**src/rtl/prio_arb.sv**
```systemverilog
// Registered fixed-priority / round-robin arbiter. 1-cycle req-to-grant latency, no bubble between back-to-back accepts.
// Backpressure: the grant is held stable while gnt_ready is low and is counted only when accepted.
module prio_arb #(
    parameter  int N  = 8,
    parameter  int CW = 16,
    localparam int IW = (N > 1) ? $clog2(N) : 1
) (
    input  logic          clk,
    input  logic          rst,
    input  logic [N-1:0]  req,
    input  logic          mode,
    output logic [N-1:0]  gnt,
    output logic [IW-1:0] gnt_id,
    output logic          gnt_valid,
    input  logic          gnt_ready,
    output logic [CW-1:0] gnt_cnt
);

    typedef enum logic {
        IDLE,
        GRANT
    } state_t;

    state_t        state;
    state_t        state_nxt;
    logic [IW-1:0] ptr;
    logic [IW-1:0] ptr_sel;
    logic          accept;
    logic          win_found;
    logic [IW-1:0] win_idx;
    logic [N-1:0]  win_vec;
    logic          load;
    logic          clear;

    assign accept  = gnt_valid & gnt_ready;
    // On an accept the pointer moves to the accepted id in the same edge,
    // so re-arbitration must already use that value.
    assign ptr_sel = accept ? gnt_id : ptr;

    always_comb begin
        int idx;
        win_found = 1'b0;
        win_idx   = '0;
        idx       = 0;
        if (!mode) begin
            for (int i = 0; i < N; i++) begin
                if (req[i]) begin
                    win_found = 1'b1;
                    win_idx   = IW'(i);
                end
            end
        end else begin
            // Walk the order back-to-front so the earliest position (ptr-1) is assigned last.
            for (int k = N - 1; k >= 0; k--) begin
                idx = (int'(ptr_sel) + N - 1 - k) % N;
                if (req[idx]) begin
                    win_found = 1'b1;
                    win_idx   = IW'(idx);
                end
            end
        end
    end

    always_comb begin
        for (int i = 0; i < N; i++) begin
            win_vec[i] = win_found && (win_idx == IW'(i));
        end
    end

    always_comb begin
        state_nxt = state;
        load      = 1'b0;
        clear     = 1'b0;
        case (state)
            IDLE: begin
                if (win_found) begin
                    state_nxt = GRANT;
                    load      = 1'b1;
                end
            end
            GRANT: begin
                if (accept) begin
                    if (win_found) begin
                        load = 1'b1;
                    end else begin
                        state_nxt = IDLE;
                        clear     = 1'b1;
                    end
                end
            end
            default: begin
                state_nxt = IDLE;
                clear     = 1'b1;
            end
        endcase
    end

    always_ff @(posedge clk) begin
        if (rst) begin
            state     <= IDLE;
            gnt       <= '0;
            gnt_id    <= '0;
            gnt_valid <= 1'b0;
            gnt_cnt   <= '0;
            ptr       <= '0;
        end else begin
            state <= state_nxt;
            if (load) begin
                gnt       <= win_vec;
                gnt_id    <= win_idx;
                gnt_valid <= 1'b1;
            end else if (clear) begin
                gnt       <= '0;
                gnt_id    <= '0;
                gnt_valid <= 1'b0;
            end
            if (accept) begin
                ptr <= gnt_id;
                if (gnt_cnt != '1) begin
                    gnt_cnt <= gnt_cnt + CW'(1);
                end
            end
        end
    end

endmodule

```
**config.mk**
```make
export PLATFORM = sky130hd
export DESIGN_NAME = prio_arb
export DESIGN_NICKNAME = d
export VERILOG_FILES = /design/src/rtl/prio_arb.sv
export SDC_FILE = /design/constraint.sdc
export NUM_CORES = 1
export LEC_CHECK = 0
export ABC_CLOCK_PERIOD_IN_PS = 6310
export CORE_MARGIN = 2
export CORE_UTILIZATION = 30
export CTS_CLUSTER_SIZE = 20
export DETAILED_ROUTE_END_ITERATION = 6
export PLACE_DENSITY = 0.5
export REMOVE_ABC_BUFFERS = 1
export SKIP_CTS_REPAIR_TIMING = 1
export SLEW_MARGIN = 20
export SYNTH_ARGS = -nofsm -noshare
export SYNTH_HDL_FRONTEND = slang
export SYNTH_SLANG_ARGS = --single-unit
```
**constraint.sdc**
```tcl
create_clock -name clk -period 6.31 [get_ports clk]
set_clock_uncertainty 0.1 [all_clocks]
set_input_delay 1.262 -clock clk [delete_from_list [all_inputs] [get_ports clk]]
set_output_delay 1.262 -clock clk [all_outputs]
set_load 0.03 [all_outputs]
```
## Word level (Yosys, flattened, before mapping)

Cells that the tools add are included.

- Bits in registers: 32
- Input bits: 12
- Output and inout bits: 28

- $add $sub $neg: 10
- Magnitude comparators: 8
- Equal/unequal tests: 8
- Multiplexer cells: 72
- Bitwise operators: 10
- Reduce and logical (&&, ||, !) cells: 19

Operator list:

| kind | number |
|---|---|
| $sub A32 B4 Y32 const B | 4 |
| $sub A32 B3 Y32 const B | 2 |
| $mux W3 | 18 |
| $mux W1 | 42 |
| $lt A4 B5 Y1 const B | 8 |
| $sub A32 B2 Y32 const B | 1 |
| $bmux W1 S3 | 8 |
| $reduce_or A3 Y1 | 8 |
| $add A16 B1 Y16 const B | 1 |
| $mux W8 | 2 |
| $ne A16 B16 Y1 const B | 1 |
| $eq A3 B3 Y1 const B | 4 |
| $and A1 B1 Y1 | 9 |
| $logic_and A1 B1 Y1 | 8 |
| $eq A3 B2 Y1 const B | 2 |
| $sub A5 B1 Y6 const B | 1 |
| $add A3 B4 Y5 const B | 1 |
| $pmux W1 S2 | 2 |
| $eq A3 B1 Y1 const B | 1 |
| $logic_not A3 Y1 | 1 |
| $reduce_and A2 Y1 | 1 |
| $reduce_bool A2 Y1 | 1 |
| $not A1 Y1 | 1 |

## Logic depth before layout (Yosys ltp)

Gate-level depths: netlist of run 1.

- Depth in word-level cells: 24
- Gate-level depth with buffers: 17

## Worst setup path after synthesis of run 1

OpenSTA, ideal clock, no wires.

- Path type: input port to flip-flop
- From: input gnt_ready
- To: register gnt[1]
- Library setup time: 0.070 ns
- Arrival: 4.431 ns
- Required time: 6.140 ns
- Path slack: 1.708 ns
- Stages: 17
- Buffers on the path: 5
- Path through: buf_6 > nand2_1 > mux2_2 > inv_1 > buf_4 > ha_1 > clkbuf_1 > or3_1 > buf_4 > and2_1 > buf_6 > o32ai_1 > a211o_1 > a22o_2 > nor3b_4 > or3b_1 > o2bb2ai_1

- Longest elaborated chain between the ends: 21
- Elaborated cells between the ends (all ways): 63

Ends and longest elaborated chain:

| element | RTL line | text |
|---|---|---|
| start, declared | 15 | `input logic gnt_ready,` |
| $and A1 B1 Y1 * | 35 | `assign accept = gnt_valid & gnt_ready;` |
| $mux W3 | - |  |
| $add A3 B4 Y5 | 55 | `idx = (int'(ptr_sel) + N - 1 - k) % N;` |
| $sub A5 B1 Y6 | 55 |  |
| $sub A32 B4 Y32 | 55 |  |
| $bmux W1 S3 | 56 | `if (req[idx]) begin` |
| $mux W1 (not written as such) (2 in series) | 56 |  |
| $mux W1 (8 in series) | 56 |  |
| $mux W1 | 45 | `if (!mode) begin` |
| $mux W1 (on tied branches) | 76, 83 |  |
| $mux W1 | 82 | `if (accept) begin` |
| $pmux W1 S2 / $mux W1 (equally long branches) | 74 | `case (state)` |
| $mux W8 / $reduce_bool A2 Y1 (equally long branches) | - |  |
| end signal, assigned | 109 | `gnt <= win_vec;` |
| end, declared | 12 | `output logic [N-1:0] gnt,` |

Every way passes the cells marked *; elsewhere a longest branch is shown, timed or not. The select of a mux whose other input is x is not followed.
A chain may end at the register's enable or synchronous reset.

## Worst setup path in the final report of run 1

- From: input gnt_ready
- To: register gnt[6]

The elaborated chain is that of the path after synthesis.

==> flow_summary.yaml, run 1 <==
timing:
  slew_at_the_pin_closest_to_its_max_slew_limit_ps: 670
  final-max-slew-violation-count: 0
  grt_setup_unrepaired: "false"
  fin_worst_hold_slack_ps: 371
  finalSetupViolCount: 0
  highest_clock_rate_mhz: 185
  period_share: 0.857
  finalWorstPathRequiredPeriod_ps: 5410
  totalNegativeSetupSlack_ps: 0
  final_setup_margin_ps: 900
  timing.max_slew.rel_slack: 0.549
  final_hold_vios: 0
drt:
  detail_route.wl_per_cell_um: 16.3
  detailroute.via_count: 2412
  drt-initial-drc-count: 206
  drt-pass1-iter-count: 5
  route.antenna.remaining_nets: 0
  drt_drc_violations_left: 0
  totalWireLength_um: 7120
  drt-vias-per-instance: 5.51
clock_tree:
  path_clk_slew_ps: 70
  clock_tree_from_tritoncts: "done"
  htreeDepth: 2
  cts_inserted_buffers: 5
  numClockSinks: 32
  ctsRootBufferMaster: "clkbuf_8"
  ctsLongestPathBuffers: 2
  clock_insertion_delay_worst_skew_ps: 280
floorplan:
  core-area_um2: 8090
  pin_count: 40
  die-area_um2: 8960
  die_h_um: 94.7
  die_x_um: 94.7
  floorplan.initialDensity: 0.305
  row_count: 33
setup_path:
  cp-end-kind: "register"
  r2r-start: "gnt_valid"
  r2r_end: "gnt[6]"
  critical_path_buf_inv_count: 3
  worst_ep_required_time_ps: 6380
  cp_cell_sequence: "clkdlybuf4s50_1 > nand2_1 > mux2_2 > inv_1 > ha_1 > clkinv_1 > nand3_1 > o32ai_1 > a211o_1 > a22o_2 > mux2i_1 > nor2_4 > a2bb2o_1"
  reg2regPathDepth: 12
  critical-path-max-stage-delay_ps: 680
  path_max_fanout: 13
  path_delay_family: "buffers and inverters"
  cpMaxStageDelayCell: "ha_1"
  critical_path_class: "input port to register"
  timing.reg2reg.setup_slack_ps: 1790
  crit_arrival_ps: 5480
  startpoint_class_of_the_critical_path: "input port"
worst_hold_path:
  whs_endpoint: "gnt[4]"
  origin_of_the_worst_min_delay_path: "gnt[4]"
  hold-path-cell-count: 1
  timing.hold.worst.class: "register to register"
pwr:
  totalPowerFinal_w: 0.000672
  power_per_cell_area_nw_per_um2: 221
  p_leak_nw: 1.15
  vdd_ir_drop_max_mv: 0.112
global_routing:
  grt_antenna_before_repair: 0
  global_route_wire_length_before_repair_um: 11500
  largest_net_degree_at_the_start_of_global_routing: 27
  first_global_vias: 2267
  grt_overflow: 0
  groute.usage.overall: 0.163
layout:
  num-fill-cells: 860
  area_growth_pct: 23.2
  n_antenna_cell: 0
  share_of_cells_above_drive_strength_1: 0.0991
  finish.instance_area_um2: 3040
  nets: 347
run:
  maxCapViolCount: 0
placement:
  placement.cell_area_um2: 2910
  dp_hpwl_um: 5470
  global_placement_routability_congestion: 0.873
  portBuffers: 39
  dp_worst_setup_slack_ps: 622
yosys:
  syn-cell-area_um2: 2470
  synth-warning-count: 0
  syn_inst: 298
  ys_types: 71
  synthTopCellsByCount: "dfxtp_1 (32), nor2_1 (30), nand3_1 (27), nand2_1 (22), a21oi_1 (19)"
  synth.yosys.seq_area_share: 0.260
  netlist.area_leader.share: 0.260
  yosys_register_bits: 32
  synth.area.top_cells: "dfxtp_1 (26%), nand3_1 (5.5%), nor2_1 (4.6%)"
  synth.most_common_cell: "dfxtp_1"
  synthDominantAreaCellType: "dfxtp_1"
  async_reset_ff_frac: 0
  synth_edf_count: 0
  synth_flop_cell: "dfxtp_1"
  avgSynthCellArea_um2: 8.28
outcome:
  run_status: "completed"
[cells by family (layout without fill, tap and decap cells)]
kind of cell               count (synthesis)  count (layout)  share of synthesized area
AOI/OAI and AO/OA                         82              82                      0.246
and+or+nand+nor                          127             127                      0.277
xor gates and xnor gates                  17              17                     0.0690
adders and majority gates                  3               3                     0.0152
muxes                                     16              16                     0.0857
buffers and inverters                     21              56                     0.0477
DFF                                       32              32                      0.260
[power breakdown]
part           switching (W)  internal, W
clock network      0.0000744     0.000139
registers         0.00000802     0.000211
logic               0.000141    0.0000976
[stage by stage]
stage / cells / util
2_1_floorplan: 284 / -
3_3_place_gp: 430 / 0.360
3_5_place_dp: 430 / 0.360
4_1_cts: 438 / 0.375
5_1_grt: 438 / 0.375
6_report: 438 / 0.375
[flip-flops by register name, indices dropped and copies added, names as in the netlist]
signal,count
ptr,3
gnt_id,3
gnt,8
state,1
gnt_valid,1
gnt_cnt,16
[routing by layer]
| layer | GRT usage | share of wire | wire (um) | vias up |
|---|---|---|---|---|
| met2 | 0.264 | 0.46 | 3300 | 69 |
| met1 | 0.214 | 0.47 | 3330 | 1138 |
| met5 | 0 | 0 | 0 | - |
| met3 | 0.0295 | 0.044 | 316 | 17 |
| li1 | - | - | - | 1188 |
| met4 | 0.0664 | 0.025 | 181 | 0 |
[cell type report]
| class | count | area [um2] | area share |
|---|---|---|---|
| multi-input cells | 245 | 1710 | 0.562 |
| flip-flops and latches | 32 | 641 | 0.211 |
| repair buffers | 41 | 405 | 0.133 |
| well taps | 105 | 131 | 0.0432 |
| clock buffers | 7 | 96.3 | 0.0317 |
| clock inverters | 1 | 30.0 | 0.00988 |
| inverters | 7 | 26.3 | 0.00865 |
[worst max path at each step]
stage / startpoint / to / slack, ps / depth (start not counted)
after detailed placement: gnt_ready / gnt[6] / 620 / 13
after floorplan: gnt_ready / gnt[1] / 1840 / 12
after CTS: gnt_ready / gnt[6] / 920 / 13
after global routing: gnt_ready / gnt[6] / 610 / 13
final: gnt_ready / gnt[6] / 900 / 13
after global placement: gnt_ready / gnt[6] / 730 / 13
[placed cells by master, fill, tap and decap left out, drive strengths merged, types with 4 or more instances in the layout]
cell | netlist | routed
nor2 | 32 | 32
a21oi | 20 | 20
nand2b | 4 | 4
a211o | 4 | 4
inv | 6 | 6
nor3 | 8 | 8
nand4 | 6 | 6
nand3 | 27 | 27
and3 | 8 | 8
o211ai | 7 | 7
dfxtp | 32 | 32
mux4 | 4 | 4
mux2i | 11 | 11
xor2 | 11 | 11
clkdlybuf4s50 | 0 | 39
clkbuf | 7 | 7
o21ai | 11 | 11
o2bb2ai | 7 | 7
xnor2 | 5 | 5
nand2 | 24 | 24
a21o | 4 | 4
Note: power is estimated with default switching activity, not from simulation.
==> run 2: changes to the inputs <==
Settings changed: ABC_CLOCK_PERIOD_IN_PS 6310 to unset, CORE_MARGIN 2 to unset.
==> run 2 against run 1 <==
Compared with the run above: count of clock-buffer cells in the layout is 2 lower; flip-flop and latch count stayed put; critical path type unchanged; power is 9.6% lower; critical path depth stayed put; first-iteration DRC count is 19% lower; register-to-register slack better by 260 ps; utilization is 0.39 points higher; hold slack worse by 7.6 ps; highest routed layer unchanged.
==> flow_summary.yaml, run 2 (synthesis results as in run 1) <==
layout:
  mostFrequentLayoutCells: "clkdlybuf4s50_1 (38), dfxtp_1 (32), nor2_1 (30)"
  num-fill-cells: 853
  storage_cell_area_um2: 641
  largest_register_ffs: 16
  share_of_cells_above_drive_strength_1: 0.0967
  fin_util: 0.379
  final_cells: 433
  multiInputGateArea_um2: 1710
  n_antenna_cell: 0
  nets: 346
  area_growth_pct: 20.7
  largest-register: "gnt_cnt"
  reg_top3: "gnt_cnt: 16 flops, gnt: 8 flops"
  leading_cell_type_in_the_layout_fill_and_taps_excluded: "clkdlybuf4s50_1"
floorplan:
  die_h_um: 92.7
  floorplan.initialDensity: 0.314
  row_count: 32
  die_x_um: 92.7
  core-area_um2: 7850
  die-area_um2: 8590
  pin_count: 40
global_routing:
  groute.usage.overall: 0.170
  largest_net_degree_at_the_start_of_global_routing: 27
  global_route_wire_length_before_repair_um: 11600
  grt_overflow: 0
  grt_antenna_before_repair: 0
  first_global_vias: 2360
setup_path:
  worst_ep_required_time_ps: 6390
  crit_arrival_ps: 5490
  worst_setup_path_endpoint: "gnt[6]"
  critical_path_class: "input port to register"
  reg2regPathDepth: 12
  r2r_end: "gnt[6]"
  cpMaxStageDelayCell: "clkdlybuf4s50_1"
  startpoint: "gnt_ready"
  r2r-start: "gnt_valid"
  worst-path-stages: 13
  cp_cell_sequence: "clkdlybuf4s50_1 > nand2_1 > mux2_2 > inv_1 > ha_1 > or3_1 > and2_1 > o32ai_1 > a211o_1 > a22o_2 > mux2i_1 > nor2_4 > a2bb2o_1"
  path_max_fanout: 12
  critical_path_buf_inv_count: 2
  startpoint_class_of_the_critical_path: "input port"
  critical-path-max-stage-delay_ps: 560
  cp-end-kind: "register"
  path_delay_family: "compound AO/OA/AOI/OAI gates"
  timing.reg2reg.setup_slack_ps: 2050
timing:
  totalNegativeSetupSlack_ps: 0
  finalSetupViolCount: 0
  highest_clock_rate_mhz: 185
  finalWorstPathRequiredPeriod_ps: 5410
  period_share: 0.857
  grt_setup_unrepaired: "false"
  final-max-slew-violation-count: 0
  final_hold_vios: 0
  final_setup_margin_ps: 902
  timing.max_slew.rel_slack: 0.562
  fin_worst_hold_slack_ps: 364
  slew_at_the_pin_closest_to_its_max_slew_limit_ps: 650
placement:
  dp_hpwl_um: 5280
  dp_worst_setup_slack_ps: 632
  global_placement_routability_congestion: 0.928
  dp.cells: 426
  portBuffers: 39
clock_tree:
  cts_inserted_buffers: 5
  path_clk_slew_ps: 70
  ctsRootBufferMaster: "clkbuf_8"
  numClockSinks: 32
  clock_insertion_delay_worst_skew_ps: 290
  ctsLongestPathBuffers: 2
  clock_tree_from_tritoncts: "done"
  htreeDepth: 2
worst_hold_path:
  timing.hold.worst.class: "register to register"
  origin_of_the_worst_min_delay_path: "gnt[0]"
outcome:
  run_status: "completed"
pwr:
  p_leak_nw: 1.12
  power_per_cell_area_nw_per_um2: 204
  vdd_ir_drop_max_mv: 0.144
run:
  maxCapViolCount: 0
drt:
  totalWireLength_um: 7050
  drt-initial-drc-count: 166
  route.antenna.remaining_nets: 0
  drt-vias-per-instance: 5.68
  detailroute.via_count: 2459
  drt-pass1-iter-count: 5
  detail_route.wl_per_cell_um: 16.3
  drt_drc_violations_left: 0
[run 2: cell types whose count changed in the layout (fill, tap and decap cells not counted)]
cell             delta
clkinv_2            +1
clkbuf_8            -2
clkinvlp_4          +1
bufinv_16           -1
buf_2               +1
clkdlybuf4s50_1     -1
buf_4               -1
[run 2: worst min path at each step]
stage | end | slack (ps) | depth (start not counted)
6_report | gnt[0] | 360 | 1
3_3_place_gp | gnt[7] | 360 | 1
4_1_cts | gnt[0] | 370 | 1
5_1_grt | gnt[3] | 390 | 1
3_5_place_dp | gnt[0] | 350 | 1
2_1_floorplan | state | 400 | 2
[run 2: power by group]
group	total [W]	switching (W)	internal, W
Sequential	0.000218	0.00000718	0.000211
Clock	0.000151	0.0000763	0.0000745
Combinational	0.000238	0.000141	0.0000972
[run 2: layer usage]
layer	track usage	vias up	part of all wire	routed length, um
met4	0.0731	0	0.026	186
met1	0.238	1167	0.48	3370
met2	0.251	91	0.44	3100
met3	0.0328	16	0.056	394
met5	0	-	0	0
li1	-	1185	-	-
[run 2: per-stage QoR]
stage                     instance area, um2  total power, W
final                                   2980        0.000607
after global routing                    2980        0.000643
after CTS                               2980        0.000611
after detailed placement                2900        0.000458
after global placement                  2900        0.000462
after floorplan                         2370        0.000390
[run 2: layout make-up]
class | count | share of cell area
Clock buffer | 5 | 0.0231
Sequential cell | 32 | 0.215
Clock inverter | 2 | 0.00420
Inverter | 7 | 0.00883
Multi-Input combinational cell | 245 | 0.574
Tap cell | 102 | 0.0429
Timing Repair Buffer | 40 | 0.132
[run 2: worst reg2reg max path, delay by kind of cell, from the launching register on]
kind | cells | cell delay [ps]
muxes | 2 | 810
adders and majority gates | 1 | 380
DFF | 1 | 480
buffers and inverters | 1 | 320
and+or+nand+nor | 4 | 1000
AOI/OAI and AO/OA | 4 | 1070
==> run 3: changes to the inputs <==
Settings changed: CTS_BUF_LIST set to sky130_fd_sc_hd__clkbuf_16.
==> run 3 against run 2 <==
Compared with the run above: routed wire length rose by 0.30%; first-iteration DRC count fell by 20%; register-to-register slack got worse by 30 ps; sequential power barely moved; non-clock buffer count did not move; critical path depth did not move; final cell count did not move; power rose by 13%; cell area rose by 1.9%; via count fell by 0.89%; hold slack got worse by 3.1 ps.
==> flow_summary.yaml, run 3 (synthesis results as in run 1) <==
drt:
  totalWireLength_um: 7080
  route.antenna.remaining_nets: 0
  drt_drc_violations_left: 0
  detail_route.wl_per_cell_um: 16.3
  drt-vias-per-instance: 5.63
  drt-initial-drc-count: 133
  drt-pass1-iter-count: 5
  detailroute.via_count: 2437
setup_path:
  cp_cell_sequence: "clkdlybuf4s50_1 > nand2_1 > mux2_2 > inv_1 > ha_1 > or3_1 > and2_1 > o32ai_1 > a211o_1 > a22o_2 > mux2i_1 > nor2_4 > a2bb2o_1"
  path_delay_family: "compound AO/OA/AOI/OAI gates"
  r2r-start: "gnt_valid"
  crit_arrival_ps: 5510
  path_max_fanout: 12
  startpoint_class_of_the_critical_path: "input port"
  critical_path_buf_inv_count: 2
  cpMaxStageDelayCell: "clkdlybuf4s50_1"
  worst-path-stages: 13
  worst_ep_required_time_ps: 6380
  startpoint: "gnt_ready"
  critical-path-max-stage-delay_ps: 560
  cp-end-kind: "register"
  reg2regPathDepth: 12
  critical_path_class: "input port to register"
timing:
  timing.max_slew.rel_slack: 0.570
  final_hold_vios: 0
  grt_setup_unrepaired: "false"
  finalWorstPathRequiredPeriod_ps: 5450
  final_setup_margin_ps: 865
  highest_clock_rate_mhz: 184
  totalNegativeSetupSlack_ps: 0
  period_share: 0.863
  finalSetupViolCount: 0
  slew_at_the_pin_closest_to_its_max_slew_limit_ps: 639
  final-max-slew-violation-count: 0
floorplan:
  die_x_um: 92.7
  die_h_um: 92.7
  floorplan.initialDensity: 0.314
  core-area_um2: 7850
  die-area_um2: 8590
  row_count: 32
  pin_count: 40
layout:
  leading_cell_type_in_the_layout_fill_and_taps_excluded: "clkdlybuf4s50_1"
  num-fill-cells: 851
  area_growth_pct: 23.0
  nets: 346
  multiInputGateArea_um2: 1710
  reg_top3: "gnt_cnt: 16 flops, gnt: 8 flops"
  largest_register_ffs: 16
  share_of_cells_above_drive_strength_1: 0.0967
  n_antenna_cell: 0
  fin_util: 0.386
  mostFrequentLayoutCells: "clkdlybuf4s50_1 (38), dfxtp_1 (32), nor2_1 (30)"
  largest-register: "gnt_cnt"
  storage_cell_area_um2: 641
clock_tree:
  cts_inserted_buffers: 5
  numClockSinks: 32
  ctsRootBufferMaster: "clkbuf_16"
  htreeDepth: 2
  clock_insertion_delay_worst_skew_ps: 280
  path_clk_slew_ps: 50
  ctsLongestPathBuffers: 2
  clock_tree_from_tritoncts: "done"
global_routing:
  first_global_vias: 2355
  global_route_wire_length_before_repair_um: 11600
  gr-usage-met2: 0.254
  largest_net_degree_at_the_start_of_global_routing: 27
  grtUsageMet3: 0.0296
  global_route.peak_usage_layer: "met2"
  groute.usage.overall: 0.170
  grt_antenna_before_repair: 0
  met1_usage: 0.237
  grt_overflow: 0
placement:
  dp_worst_setup_slack_ps: 632
  global_placement_routability_congestion: 0.928
  dp_hpwl_um: 5280
  portBuffers: 39
outcome:
  run_status: "completed"
run:
  maxCapViolCount: 0
pwr:
  power_per_cell_area_nw_per_um2: 226
  vdd_ir_drop_max_mv: 0.119
  p_leak_nw: 1.15
worst_hold_path:
  hold-path-cell-count: 1
  origin_of_the_worst_min_delay_path: "gnt[0]"
  timing.hold.worst.class: "register to register"
-- run 3: cell counts in the layout (fill, tap and decap cells not counted) --
Identical to the previous run, type by type.
-- run 3: metal layers --
layer  share of wire  routed length, um
met4           0.025                180
met1            0.48               3390
met5               0                  0
met2            0.44               3090
met3           0.059                416
-- run 3: where the power goes --
group / switching, W / total [W] / leakage (nW) / internal (W)
clock: 0.0000865 / 0.000229 / 0.0657 / 0.000143
combinational: 0.000141 / 0.000238 / 0.822 / 0.0000972
sequential: 0.00000721 / 0.000219 / 0.260 / 0.000211
total: 0.000235 / 0.000686 / 1.15 / 0.000451
-- run 3: path summary, 6_finish.rpt --
check,endpoint,slack (ps)
setup / recovery,gnt[6],860
hold / removal,gnt[0],360
setup reg to reg,gnt[6],2020
hold reg to reg,gnt[0],360
-- run 3: stage by stage --
step / cell area (um2) / total power, W / cells / hold slack, ps
2_1_floorplan: 2370 / 0.000390 / 284 / 404
4_1_cts: 3040 / 0.000691 / 433 / 370
5_1_grt: 3030 / 0.000721 / 433 / 384
6_report: 3030 / 0.000686 / 433 / 361
3_5_place_dp: 2900 / 0.000458 / 426 / 346
3_3_place_gp: 2900 / 0.000462 / 426 / 355
-- run 3: area by class of cell --
class / count / share of cell area
multi-input combinational: 245 / 0.563
sequential: 32 / 0.211
timing repair buffer: 40 / 0.130
tap: 102 / 0.0421
clock buffer: 5 / 0.0413
inverter: 7 / 0.00866
clock inverter: 2 / 0.00413
